## src/rtl/i2s_pkg.sv

```systemverilog
`default_nettype none
// ============================================================================
//  Module      : i2s_pkg
//  Description : Shared types and constants for the I2S receive path.
//  Revision    : 1.0 - initial release
// ============================================================================
package i2s_pkg;

   // Word-alignment states of the receiver.
   typedef enum logic [1:0] {
      SEARCH  = 2'd0,
      ALIGN   = 2'd1,
      RECEIVE = 2'd2
   } state_t;

   // Flops in each pin synchroniser chain.
   localparam int SYNC_STAGES = 2;

   // Word-select level for each channel.
   localparam logic CH_LEFT  = 1'b0;
   localparam logic CH_RIGHT = 1'b1;

endpackage
`default_nettype wire

```

## src/rtl/i2s_receive_if.sv

```systemverilog
`default_nettype none
// ============================================================================
//  Module      : i2s_receive_if
//  Description : I2S serial pins plus the parallel frame output of the
//                receiver. The master drives the serial pins, the slave
//                (receiver) drives the frame outputs.
//  Revision    : 1.0 - initial release
// ============================================================================
interface i2s_receive_if #(
   parameter int DATA_WIDTH = 32
);
   logic                  sck;
   logic                  ws;
   logic                  sd;
   logic [DATA_WIDTH-1:0] data_left;
   logic [DATA_WIDTH-1:0] data_right;
   logic                  valid;
   logic                  locked;

   modport master (
      output sck, ws, sd,
      input  data_left, data_right, valid, locked
   );

   modport slave (
      input  sck, ws, sd,
      output data_left, data_right, valid, locked
   );
endinterface
`default_nettype wire

```

## src/rtl/i2s_rx_sync.sv

```systemverilog
`default_nettype none
// ============================================================================
//  Module      : i2s_rx_sync
//  Description : Multi-flop synchroniser for one asynchronous pin, followed
//                by a history flop. The level output and the registered
//                rise pulse are time-aligned so that several instances can
//                be sampled together on the rise of another pin.
//  Revision    : 1.0 - initial release
// ============================================================================
module i2s_rx_sync
   import i2s_pkg::*;
#(
   parameter int STAGES = SYNC_STAGES
) (
   input  logic clk,
   input  logic rst_n,
   input  logic din,
   output logic level,
   output logic rise
);

   logic [STAGES-1:0] chain;
   logic              prev;

   // Metastability chain: the pin enters at bit 0, the settled value leaves at the top.
   always_ff @(posedge clk or negedge rst_n) begin
      if (!rst_n) begin
         chain <= '0;
      end else begin
         chain <= {chain[STAGES-2:0], din};
      end
   end

   // One cycle of history gives the rising-edge pulse, registered to stay aligned with level.
   always_ff @(posedge clk or negedge rst_n) begin
      if (!rst_n) begin
         prev <= 1'b0;
         rise <= 1'b0;
      end else begin
         prev <= chain[STAGES-1];
         rise <= chain[STAGES-1] & ~prev;
      end
   end

   assign level = prev;

endmodule
`default_nettype wire

```

## src/rtl/i2s_receive.sv

```systemverilog
`default_nettype none
// ============================================================================
//  Module      : i2s_receive
//  Description : I2S receiver. Oversamples sck/ws/sd in the clk domain,
//                acquires word alignment from ws transitions and presents
//                left-justified left/right words with a one-cycle valid
//                strobe per complete left+right frame.
//  Revision    : 1.0 - initial release
// ============================================================================
module i2s_receive
   import i2s_pkg::*;
#(
   parameter int DATA_WIDTH = 32
) (
   input  logic            clk,
   input  logic            rst_n,
   i2s_receive_if.slave    bus
);

   localparam int CNT_W = $clog2(DATA_WIDTH + 1);

   state_t                state;
   state_t                state_nx;

   logic                  sck_rise;
   logic                  sck_level;
   logic                  ws_s;
   logic                  sd_s;
   logic                  ws_rise;
   logic                  sd_rise;
   logic                  unused_sync;

   logic                  primed;
   logic                  ws_d1;
   logic                  ws_d2;
   logic                  word_start;
   logic                  word_end;

   logic [DATA_WIDTH-1:0] shreg;
   logic [DATA_WIDTH-1:0] shreg_nx;
   logic [DATA_WIDTH-1:0] msb_bit;
   logic [CNT_W-1:0]      cnt;
   logic [CNT_W-1:0]      cnt_base;
   logic [CNT_W-1:0]      cnt_nx;
   logic                  left_seen;

   logic [DATA_WIDTH-1:0] left_word;
   logic [DATA_WIDTH-1:0] right_word;
   logic                  frame_valid;
   logic                  lock_flag;

   i2s_rx_sync #(.STAGES(SYNC_STAGES)) u_sync_sck (
      .clk   (clk),
      .rst_n (rst_n),
      .din   (bus.sck),
      .level (sck_level),
      .rise  (sck_rise)
   );

   i2s_rx_sync #(.STAGES(SYNC_STAGES)) u_sync_ws (
      .clk   (clk),
      .rst_n (rst_n),
      .din   (bus.ws),
      .level (ws_s),
      .rise  (ws_rise)
   );

   i2s_rx_sync #(.STAGES(SYNC_STAGES)) u_sync_sd (
      .clk   (clk),
      .rst_n (rst_n),
      .din   (bus.sd),
      .level (sd_s),
      .rise  (sd_rise)
   );

   // Only the sck edge and the ws/sd levels are needed.
   assign unused_sync = &{1'b0, sck_level, ws_rise, sd_rise};

   // State register.
   always_ff @(posedge clk or negedge rst_n) begin
      if (!rst_n) begin
         state <= SEARCH;
      end else begin
         state <= state_nx;
      end
   end

   // Next state and word boundary decode. The very first sck rise after
   // reset only primes ws_d1, so the reset value of ws cannot fake a transition.
   always_comb begin
      state_nx   = state;
      word_start = 1'b0;
      word_end   = sck_rise && (state != SEARCH) && (ws_s != ws_d1);
      case (state)
         SEARCH: begin
            if (sck_rise && primed && (ws_s != ws_d1)) begin
               state_nx = ALIGN;
            end
         end
         ALIGN: begin
            if (sck_rise) begin
               state_nx   = RECEIVE;
               word_start = 1'b1;
            end
         end
         RECEIVE: begin
            if (sck_rise && (ws_d1 != ws_d2)) begin
               word_start = 1'b1;
            end
         end
         default: begin
            state_nx = SEARCH;
         end
      endcase
   end

   // Shift-register update for the bit on this sck rise: a word start
   // restarts from an empty word, bits past DATA_WIDTH are dropped.
   always_comb begin
      shreg_nx = word_start ? '0 : shreg;
      cnt_base = word_start ? '0 : cnt;
      cnt_nx   = cnt_base;
      msb_bit  = {sd_s, {(DATA_WIDTH-1){1'b0}}};
      if (cnt_base < CNT_W'(DATA_WIDTH)) begin
         shreg_nx = shreg_nx | (msb_bit >> cnt_base);
         cnt_nx   = cnt_base + 1'b1;
      end
   end

   // Bit capture, ws history, word commit and frame strobe.
   always_ff @(posedge clk or negedge rst_n) begin
      if (!rst_n) begin
         primed      <= 1'b0;
         ws_d1       <= 1'b0;
         ws_d2       <= 1'b0;
         shreg       <= '0;
         cnt         <= '0;
         left_seen   <= 1'b0;
         left_word   <= '0;
         right_word  <= '0;
         frame_valid <= 1'b0;
         lock_flag   <= 1'b0;
      end else begin
         frame_valid <= 1'b0;
         if (sck_rise) begin
            primed <= 1'b1;
            ws_d1  <= ws_s;
            ws_d2  <= ws_d1;
            if (state != SEARCH) begin
               shreg <= shreg_nx;
               cnt   <= cnt_nx;
            end
            if (state == ALIGN) begin
               lock_flag <= 1'b1;
            end
            if (word_end) begin
               if (ws_d1 == CH_LEFT) begin
                  left_word <= shreg_nx;
                  left_seen <= 1'b1;
               end else if (ws_d1 == CH_RIGHT) begin
                  right_word <= shreg_nx;
                  if (left_seen) begin
                     frame_valid <= 1'b1;
                     left_seen   <= 1'b0;
                  end
               end
            end
         end
      end
   end

   assign bus.data_left  = left_word;
   assign bus.data_right = right_word;
   assign bus.valid      = frame_valid;
   assign bus.locked     = lock_flag;

endmodule
`default_nettype wire
```

## src/flat_wrapper.sv

```systemverilog
// flat-port wrapper written by rule: the top's interface ports become plain ports
module i2s_receive_flat import i2s_pkg::*;
#(
   parameter int DATA_WIDTH = 32
)
  (clk, rst_n, bus_sck, bus_ws, bus_sd, bus_data_left, bus_data_right, bus_valid, bus_locked);
  i2s_receive_if #(.DATA_WIDTH(DATA_WIDTH)) bus_i ();
  input  logic clk;
  input  logic rst_n;
  input wire logic [$bits(bus_i.sck)-1:0] bus_sck;
  input wire logic [$bits(bus_i.ws)-1:0] bus_ws;
  input wire logic [$bits(bus_i.sd)-1:0] bus_sd;
  output wire logic [$bits(bus_i.data_left)-1:0] bus_data_left;
  output wire logic [$bits(bus_i.data_right)-1:0] bus_data_right;
  output wire logic [$bits(bus_i.valid)-1:0] bus_valid;
  output wire logic [$bits(bus_i.locked)-1:0] bus_locked;
  assign bus_i.sck = bus_sck;
  assign bus_i.ws = bus_ws;
  assign bus_i.sd = bus_sd;
  assign bus_data_left = bus_i.data_left;
  assign bus_data_right = bus_i.data_right;
  assign bus_valid = bus_i.valid;
  assign bus_locked = bus_i.locked;
  i2s_receive #(.DATA_WIDTH(DATA_WIDTH)) u_core (.clk(clk), .rst_n(rst_n), .bus(bus_i));
endmodule
```

## config.mk

```make
export PLATFORM = sky130hd
export DESIGN_NAME = i2s_receive_flat
export DESIGN_NICKNAME = d
export VERILOG_FILES = /design/src/rtl/i2s_pkg.sv /design/src/rtl/i2s_receive_if.sv /design/src/rtl/i2s_rx_sync.sv /design/src/rtl/i2s_receive.sv /design/src/flat_wrapper.sv
export SDC_FILE = /design/constraint.sdc
export NUM_CORES = 1
export LEC_CHECK = 0
export BUFFER_PORTS_ARGS = -buffer_cell sky130_fd_sc_hd__buf_2
export CORE_ASPECT_RATIO = 1.25
export CORE_MARGIN = 3
export CORE_UTILIZATION = 64
export CTS_BUF_LIST = sky130_fd_sc_hd__clkbuf_4
export CTS_CLUSTER_SIZE = 30
export DETAILED_ROUTE_END_ITERATION = 7
export PLACE_DENSITY = 0.88
export RECOVER_POWER = 25
export SLEW_MARGIN = 20
export SYNTH_ARGS = -nofsm -noshare
export SYNTH_HDL_FRONTEND = slang
export SYNTH_HIERARCHICAL = 1
export SYNTH_SLANG_ARGS = --single-unit
```

## constraint.sdc

```tcl
create_clock -name clk -period 5.3 [get_ports clk]
set_input_delay 1.59 -clock clk [delete_from_list [all_inputs] [get_ports clk]]
set_output_delay 1.59 -clock clk [all_outputs]
set_load 0.01 [all_outputs]
```

==> results.py, run 1 <==
metrics = {
    "critical_path": {
        "path_class": "in -> async",
        "crit_path_start_kind": "input pin",
        "critPathTopFamily": "buffers and inverters",
        "slowest_stage": "clkbuf_1",
        "crit_buf_inv": 2,
        "worstPathRequired_ns": 5.45,
        "crit-reg2reg-launch": "u_core/state[0]",
        "critPathArrivalTime_ns": 3.31,
        "max_stage_delay_ns": 1.59,
        "r2r_end": "u_core/bus.data_right[29]",
        "path_cells": "clkbuf_4 > clkbuf_1",
        "reg2reg_slack_ns": 2.52,
        "cp_max_fo": 43,
        "end_kind": "async pin",
        "path_depth": 2,
        "rr_worst_depth": 7,
    },
    "floorplanning": {
        "ios": 71,
        "fp-row-count": 35,
        "start_util": 0.663,
        "core-area_sq_um": 7400,
        "chipHeight_um": 104,
        "dieArea_sq_um": 8760,
        "die_w_um": 84.3,
    },
    "timing": {
        "worst_pin_slew_ns": 2.25,
        "slew_viol_final": 122,
        "hold_ws_ns": 0.356,
        "max-slew-margin-rel": -0.500,
        "fin_skew_ns": 0.0138,
        "fmax_mhz": 316,
        "post-route-min-period_ns": 3.16,
        "worst_slack_ns": 2.14,
        "rsz0062_at_grt": "false",
        "final_hold_viol_count": 0,
        "setup_viol": 0,
        "period_share": 0.597,
        "setup_tns_ns": 0,
    },
    "power_and_ir_drop": {
        "power_frac_comb": 0.248,
        "p_switching_mw": 0.835,
        "seq_power_share": 0.483,
        "power.share.switching": 0.338,
        "power_leakage_nw": 2.65,
        "p_per_area_nw_per_um2": 444,
        "p_int_mw": 1.63,
        "clockPowerShare": 0.268,
        "ir_drop_mv": 0.346,
    },
    "run_status": {
        "status": "finished with violations",
        "failed_checks": "capacitance limit, slew limit",
    },
    "cells_and_area": {
        "antenna-diode-count": 0,
        "nets": 567,
        "final_util": 0.752,
        "drive_above_1_share": 0.203,
        "syn_to_final_growth_pct": 13.5,
        "fin_area_sq_um": 5570,
    },
    "place": {
        "dp_slack_ns": 2.59,
        "dpl_cell_area_sq_um": 5260,
        "port_buffers": 70,
        "hpwl_mm": 7.06,
        "globalplace.congestion": 0.819,
    },
    "clocking": {
        "clockBufferDepth": 2,
        "clk_pin_slew_worst_paths_ns": 0.09,
        "cts-root-buf": "clkbuf_4",
        "clock_sinks": 120,
        "cts_buffers": 17,
        "clk_latency_ns": 0.50,
        "cts_tree": "done",
        "ctsResizeCount": 0,
        "cts_htree_levels": 4,
        "post_cts_buffers": 0,
        "holdBufCountCts": 0,
    },
    "drt": {
        "drt-initial-drc-count": 536,
        "drc": 0,
        "viasPerCell": 6.03,
        "wl_per_cell_um": 17.1,
        "drt_first_pass_iters": 8,
        "totalWireLength_mm": 11.3,
        "ant_nets": 0,
        "vias": 4001,
    },
    "synth": {
        "syn_area_sq_um": 4900,
        "syn_nets": 503,
        "synth_cells": 494,
        "synth_warnings": 6,
        "syn_avg_cell_area_sq_um": 9.93,
    },
    "global_routing": {
        "first_global_vias": 3784,
        "grt_pass1_wl_mm": 18.2,
        "grt_use_total": 0.262,
        "antenna_found_initial": 0,
        "grt-ovfl-total": 0,
        "grt_max_degree": 78,
    },
    "min_path": {
        "holdPathEnd": "u_core/u_sync_sd/chain[1]",
        "hold_start": "u_core/u_sync_sd/chain[0]",
        "hp-class": "reg -> reg",
        "whs_path_depth": 0,
    },
    "job": {
        "maxCapViolCount": 2,
    },
}
-- registers in the layout, summed over array words and instances, names as in the netlist --
name                     flops
u_core/state                 2
u_core/bus.valid             1
u_core/left_seen             1
u_core/u_sync_sd/level       1
u_core/u_sync_sck/level      1
u_core/bus.data_right       32
u_core/u_sync_sd/chain       2
u_core/u_sync_sck/rise       1
u_core/shreg                32
u_core/bus.data_left        32
u_core/u_sync_ws/level       1
u_core/u_sync_sck/chain      2
u_core/u_sync_ws/chain       2
u_core/ws_d1                 1
u_core/ws_d2                 1
u_core/primed                1
u_core/bus.locked            1
u_core/cnt                   6
-- layer usage --
metal,GRT usage,vias up,wire (um)
li1,-,1807,-
met1,0.319,1921,4190
met2,0.428,212,5830
met3,0.0642,61,805
met4,0.139,0,509
met5,0,-,0
-- metrics by stage --
step / total power [mW] / std cells
after floorplan: 1.59 / 494
after global placement: 1.76 / 630
after detailed placement: 1.79 / 630
after CTS: 2.46 / 662
after global routing: 2.61 / 663
final: 2.47 / 663
-- area by class of cell --
cell class              count  area, sq um
flip-flops and latches    120         3000
fillers                   510         1830
multi-input cells         337         1720
repair buffers             76          412
clock buffers              22          165
clock inverters            10          128
well taps                  92          115
inverters                   6         22.5
-- how the worst max path moves through the flow --
stage / from / endpoint / slack [ns]
after floorplan: u_core/bus.data_left[31] / bus_data_left[31] / 3.33
after global placement: u_core/state[0] / u_core/shreg[3] / 2.75
after detailed placement: u_core/state[0] / u_core/shreg[5] / 2.59
after CTS: u_core/state[0] / u_core/shreg[17] / 2.50
after global routing: rst_n / u_core/bus.data_right[9] / 1.70
final: rst_n / u_core/bus.data_left[11] / 2.14
-- power groups by stage --
stage	clock (mW)	combinational (mW)	sequential, mW
final	0.662	0.613	1.19
after CTS	0.675	0.596	1.19
after global placement	0	0.561	1.20
after floorplan	0	0.402	1.19
after detailed placement	0	0.585	1.21
after global routing	0.718	0.680	1.21
-- worst register-to-register path: cells and delay by family, from the launching register on --
family / cells / cell delay (ns)
AO/OA/AOI/OAI: 1 / 0.11
adder cells (fa/ha/maj): 1 / 0.29
buffers and inverters: 2 / 0.60
flip-flops: 1 / 0.40
AND/OR/NAND/NOR: 3 / 1.26
-- cells in the final DEF, fill, tap and decap left out, drive strengths merged, types with 3 or more instances in the layout --
cell	instances
o21ai	129
dfrtp	120
nand2	103
buf	73
nor2	39
clkbuf	25
or3	7
inv	6
nand3b	6
nand3	5
clkinv	5
mux2	4
ha	4
bufinv	3
or3b	3
nand4	3
xor2	3
a21oi	3
Power figures use the tool's default switching activity.
==> inputs of run 2 (changes only) <==
--- a/config.mk
+++ b/config.mk
@@ -5,14 +5,15 @@
 export SDC_FILE = /design/constraint.sdc
 export NUM_CORES = 1
 export LEC_CHECK = 0
+export ABC_AREA = 1
 export BUFFER_PORTS_ARGS = -buffer_cell sky130_fd_sc_hd__buf_2
 export CORE_ASPECT_RATIO = 1.25
 export CORE_MARGIN = 3
-export CORE_UTILIZATION = 64
+export CORE_UTILIZATION = 54
 export CTS_BUF_LIST = sky130_fd_sc_hd__clkbuf_4
 export CTS_CLUSTER_SIZE = 30
 export DETAILED_ROUTE_END_ITERATION = 7
-export PLACE_DENSITY = 0.88
+export PLACE_DENSITY = 0.79
 export RECOVER_POWER = 25
 export SLEW_MARGIN = 20
 export SYNTH_ARGS = -nofsm -noshare
==> constraint.sdc (replaced) <==
create_clock -name clk -period 2.75 [get_ports clk]
set_input_delay 0.825 -clock clk [delete_from_list [all_inputs] [get_ports clk]]
set_output_delay 0.825 -clock clk [all_outputs]
set_load 0.01 [all_outputs]
==> run 2 against run 1 <==
  * The flow now finishes without violations
  * Worst hold slack got worse by 0.0058 ns
  * Global-route usage decreased by 3.1 points
  * Via count increased by 3.3%
  * Routed wire length increased by 0.56%
  * Core utilization decreased by 12 points
  * Non-clock buffer count increased by 3
  * Combinational power increased by 150%
  * Sequential power increased by 97%
  * Count of clock-buffer cells in the layout unchanged
  * First-iteration DRC count decreased by 26%
  * Synthesized cell count increased by 20%
  * Final area increased by 4.7%
  * Largest power group unchanged
==> results.py, run 2 <==
metrics = {
    "drt": {
        "viasPerCell": 5.19,
        "ant_nets": 0,
        "totalWireLength_mm": 11.4,
        "vias": 4135,
        "drt_first_pass_iters": 6,
        "drc": 0,
        "drt-initial-drc-count": 394,
        "wl_per_cell_um": 14.3,
    },
    "global_routing": {
        "grt_max_degree": 53,
        "first_global_vias": 4039,
        "grt-ovfl-total": 0,
        "grt_use_total": 0.231,
        "antenna_found_initial": 0,
        "grt_pass1_wl_mm": 19.3,
    },
    "critical_path": {
        "critPathArrivalTime_ns": 2.83,
        "worstPathRequired_ns": 3.21,
        "crit_path_start_kind": "flip-flop",
        "cp_max_fo": 23,
        "end_kind": "flip-flop",
        "path_class": "reg -> reg",
    },
    "timing": {
        "final_hold_viol_count": 0,
        "post-route-min-period_ns": 2.37,
        "rsz0062_at_grt": "false",
        "setup_tns_ns": 0,
        "fmax_mhz": 422,
        "setup_viol": 0,
        "worst_pin_slew_ns": 1.20,
        "fin_skew_ns": 0.0118,
        "period_share": 0.862,
        "slew_viol_final": 0,
        "max-slew-margin-rel": 0.203,
    },
    "synth": {
        "syn_nets": 603,
        "syn_avg_cell_area_sq_um": 8.68,
        "synth_warnings": 6,
        "syn_area_sq_um": 5160,
        "synth_cells": 594,
    },
    "job": {
        "maxCapViolCount": 0,
    },
    "floorplanning": {
        "start_util": 0.559,
        "fp-row-count": 39,
        "die_w_um": 93.4,
        "core-area_sq_um": 9220,
        "chipHeight_um": 115,
        "dieArea_sq_um": 10800,
        "ios": 71,
    },
    "clocking": {
        "cts_htree_levels": 4,
        "cts_tree": "done",
        "holdBufCountCts": 0,
        "ctsResizeCount": 0,
        "cts_buffers": 17,
        "clk_pin_slew_worst_paths_ns": 0.09,
        "clock_sinks": 120,
        "cts-root-buf": "clkbuf_4",
        "clk_latency_ns": 0.52,
        "clockBufferDepth": 2,
        "post_cts_buffers": 0,
    },
    "place": {
        "globalplace.congestion": 0.873,
        "hpwl_mm": 7.75,
        "dpl_cell_area_sq_um": 5610,
        "port_buffers": 70,
    },
    "run_status": {
        "status": "finished clean",
    },
    "cells_and_area": {
        "layout_common_cells": "nand2_1 (305), dfrtp_1 (120), buf_2 (69)",
        "drive_above_1_share": 0.208,
        "final_util": 0.632,
        "fin_area_sq_um": 5830,
        "final_common_cell": "nand2_1",
        "nets": 673,
        "antenna-diode-count": 0,
        "syn_to_final_growth_pct": 13.0,
    },
    "power_and_ir_drop": {
        "power.share.switching": 0.372,
        "power_frac_comb": 0.310,
        "seq_power_share": 0.477,
        "p_int_mw": 3.09,
        "fin_total_pwr_mw": 4.92,
        "p_switching_mw": 1.83,
        "clockPowerShare": 0.212,
        "ir_drop_mv": 0.329,
        "p_per_area_nw_per_um2": 845,
        "power_leakage_nw": 3.32,
    },
    "min_path": {
        "hp-class": "reg -> reg",
    },
}
run 2: power groups by stage:
stage,Clock (mW),Sequential [mW],Combinational (mW)
CTS,1.08,2.35,1.54
global route,1.17,2.39,1.71
finish,1.05,2.35,1.53
floorplan,0,2.41,1.02
global placement,0,2.36,1.49
detailed placement,0,2.38,1.53
run 2: stage by stage:
step	std cells	hold slack [ns]	worst slack [ns]
final	797	0.350	0.381
after detailed placement	768	0.335	0.410
after global placement	768	0.333	0.516
after floorplan	594	0.331	1.04
after CTS	797	0.297	0.387
after global routing	797	0.356	0.184
run 2: final timing paths:
| kind | startpoint | endpoint | slack [ns] | cells past startpoint |
|---|---|---|---|---|
| worst max-delay path | u_core/state[0] | u_core/bus.data_left[14] | 0.38 | 13 |
| worst min-delay path | u_core/u_sync_sd/chain[0] | u_core/u_sync_sd/chain[1] | 0.35 | 0 |
| worst max register to register | u_core/state[0] | u_core/bus.data_left[14] | 0.38 | 13 |
| worst min register to register | u_core/u_sync_sd/chain[0] | u_core/u_sync_sd/chain[1] | 0.35 | 0 |
| max in group asynchronous | rst_n | u_core/u_sync_sd/chain[0] | 1.31 | 2 |
| min in group asynchronous | rst_n | u_core/bus.data_left[17] | 0.53 | 1 |
run 2: final cells by class:
type | instances | area (sq um)
inverters | 22 | 82.6
repair buffers | 79 | 430
well taps | 123 | 154
clock inverters | 7 | 56.3
flip-flops and latches | 120 | 3000
multi-input cells | 424 | 1940
clock buffers | 22 | 165
fillers | 779 | 3400
run 2: routing by layer:
layer,track usage,share of wire,up-vias
met2,0.368,0.49,151
li1,-,-,2014
met5,0,0,-
met4,0.104,0.019,0
met3,0.0576,0.059,19
met1,0.300,0.43,1951
run 2: worst max-delay path: stages, from the launching register on:
cell and delay, ns:
dfrtp_1 0.38, inv_1 0.08, ha_1 0.23, nand2_2 0.08, inv_2 0.04, nand3_4 0.08, nand2_2 0.05, nand2_2 0.37
nand2_1 0.18, nor2_4 0.36, nand3_1 0.19, nand2_1 0.13, nand2_1 0.06, nand2_1 0.06
==> inputs of run 3 (changes only) <==
--- a/config.mk
+++ b/config.mk
@@ -5,15 +5,14 @@
 export SDC_FILE = /design/constraint.sdc
 export NUM_CORES = 1
 export LEC_CHECK = 0
-export ABC_AREA = 1
 export BUFFER_PORTS_ARGS = -buffer_cell sky130_fd_sc_hd__buf_2
-export CORE_ASPECT_RATIO = 1.25
+export CORE_ASPECT_RATIO = 2
 export CORE_MARGIN = 3
-export CORE_UTILIZATION = 54
+export CORE_UTILIZATION = 53
 export CTS_BUF_LIST = sky130_fd_sc_hd__clkbuf_4
 export CTS_CLUSTER_SIZE = 30
 export DETAILED_ROUTE_END_ITERATION = 7
-export PLACE_DENSITY = 0.79
+export PLACE_DENSITY = 0.78
 export RECOVER_POWER = 25
 export SLEW_MARGIN = 20
 export SYNTH_ARGS = -nofsm -noshare
==> run 3 against run 2 <==
  * Final area is 2.6% lower
  * Count of clock-buffer cells in the layout is 4 lower
  * Total power is 0.47% higher
  * Maximum frequency is 8.2% higher
  * Largest power group unchanged
  * Highest routed layer unchanged
==> results.py, run 3 (same netlist as run 1, synthesis figures left out) <==
metrics = {
    "timing": {
        "max-slew-margin-rel": 0.152,
        "fin_skew_ns": 0.0177,
        "setup_viol": 0,
        "rsz0062_at_grt": "false",
        "post-route-min-period_ns": 2.19,
        "worst_slack_ns": 0.560,
        "setup_tns_ns": 0,
        "hold_ws_ns": 0.358,
        "slew_viol_final": 0,
        "period_share": 0.797,
        "worst_pin_slew_ns": 1.27,
        "final_hold_viol_count": 0,
        "fmax_mhz": 457,
    },
    "critical_path": {
        "critPathArrivalTime_ns": 2.63,
        "critPathTopFamily": "compound AO/OA/AOI/OAI gates",
        "crit-reg2reg-launch": "u_core/state[0]",
        "slowest_stage": "dfrtp_1",
        "cp_max_fo": 45,
        "rr_worst_depth": 7,
        "path_class": "reg -> reg",
        "r2r_end": "u_core/shreg[3]",
        "reg2reg_slack_ns": 0.56,
        "worstPathRequired_ns": 3.19,
        "crit_buf_inv": 2,
        "end_kind": "flip-flop",
        "max_stage_delay_ns": 0.41,
        "path_cells": "inv_1 > ha_1 > and3_1 > a41oi_4 > buf_12 > nand3_1 > o21ai_0",
        "crit_path_start_kind": "flip-flop",
    },
    "floorplanning": {
        "core-area_sq_um": 9010,
        "fp-row-count": 49,
        "chipHeight_um": 142,
        "die_w_um": 74.0,
        "ios": 71,
        "start_util": 0.544,
        "dieArea_sq_um": 10500,
    },
    "min_path": {
        "holdPathEnd": "u_core/u_sync_ws/level",
        "whs_path_depth": 0,
        "hold_start": "u_core/u_sync_ws/chain[1]",
        "hp-class": "reg -> reg",
    },
    "drt": {
        "drc": 0,
        "ant_nets": 0,
        "drt-initial-drc-count": 232,
        "totalWireLength_mm": 10.7,
        "viasPerCell": 5.60,
        "vias": 3792,
        "drt_first_pass_iters": 5,
        "wl_per_cell_um": 15.8,
    },
    "place": {
        "dp_slack_ns": 0.637,
        "hpwl_mm": 7.35,
        "globalplace.congestion": 0.858,
        "dp.cells": 644,
        "port_buffers": 70,
    },
    "clocking": {
        "clockBufferDepth": 2,
        "cts_tree": "done",
        "cts_buffers": 17,
        "clock_sinks": 120,
        "holdBufCountCts": 0,
        "cts-root-buf": "clkbuf_4",
        "clk_pin_slew_worst_paths_ns": 0.11,
        "post_cts_buffers": 0,
        "cts_htree_levels": 4,
        "clk_latency_ns": 0.53,
        "ctsResizeCount": 0,
    },
    "cells_and_area": {
        "final_util": 0.629,
        "drive_above_1_share": 0.209,
        "fin_cells": 677,
        "layout_common_cells": "o21ai_0 (122), dfrtp_1 (120), nand2_1 (103)",
        "final_common_cell": "o21ai_0",
        "syn_to_final_growth_pct": 15.7,
        "nets": 570,
        "fillerInstances": 734,
    },
    "job": {
        "maxCapViolCount": 0,
    },
    "global_routing": {
        "antenna_found_initial": 1,
        "grt-ovfl-total": 0,
        "grt_use_total": 0.217,
        "first_global_vias": 3668,
        "grt_max_degree": 64,
        "grt_pass1_wl_mm": 17.6,
    },
    "power_and_ir_drop": {
        "ir_drop_mv": 0.514,
        "power_leakage_nw": 2.69,
        "p_per_area_nw_per_um2": 872,
    },
    "run_status": {
        "status": "finished clean",
    },
}
[run 3: how the worst max path moves through the flow]
stage / start / to / depth (start not counted)
after floorplan: u_core/state[0] / u_core/cnt[4] / 7
after global placement: u_core/state[0] / u_core/shreg[5] / 7
after detailed placement: u_core/state[0] / u_core/shreg[21] / 7
after CTS: u_core/state[0] / u_core/shreg[3] / 7
after global routing: u_core/state[0] / u_core/shreg[3] / 7
final: u_core/state[0] / u_core/shreg[3] / 7
[run 3: per-stage QoR]
| stage | power [mW] | area [sq um] |
|---|---|---|
| after global routing | 5.23 | 5670 |
| after global placement | 3.45 | 5340 |
| final | 4.95 | 5670 |
| after CTS | 4.98 | 5680 |
| after floorplan | 3.07 | 4900 |
| after detailed placement | 3.52 | 5340 |
[run 3: power by group]
group	switching [mW]	internal, mW
clock	0.658	0.814
combinational	0.757	0.435
sequential	0.229	2.06
[run 3: cell type report]
cell class,instances,area (sq um),share of cell area
diodes,1,2.50,0.000441
clock buffers,18,135,0.0238
clock inverters,14,205,0.0362
inverters,6,22.5,0.00397
multi-input cells,337,1720,0.304
flip-flops and latches,120,3000,0.529
well taps,102,128,0.0225
repair buffers,79,454,0.0801
[run 3: routing by layer]
layer / track usage / share of wire / vias up
met2: 0.371 / 0.53 / 131
met5: 0 / 0 / -
met3: 0.0559 / 0.060 / 19
met4: 0.0850 / 0.019 / 0
li1: - / - / 1817
met1: 0.257 / 0.39 / 1825
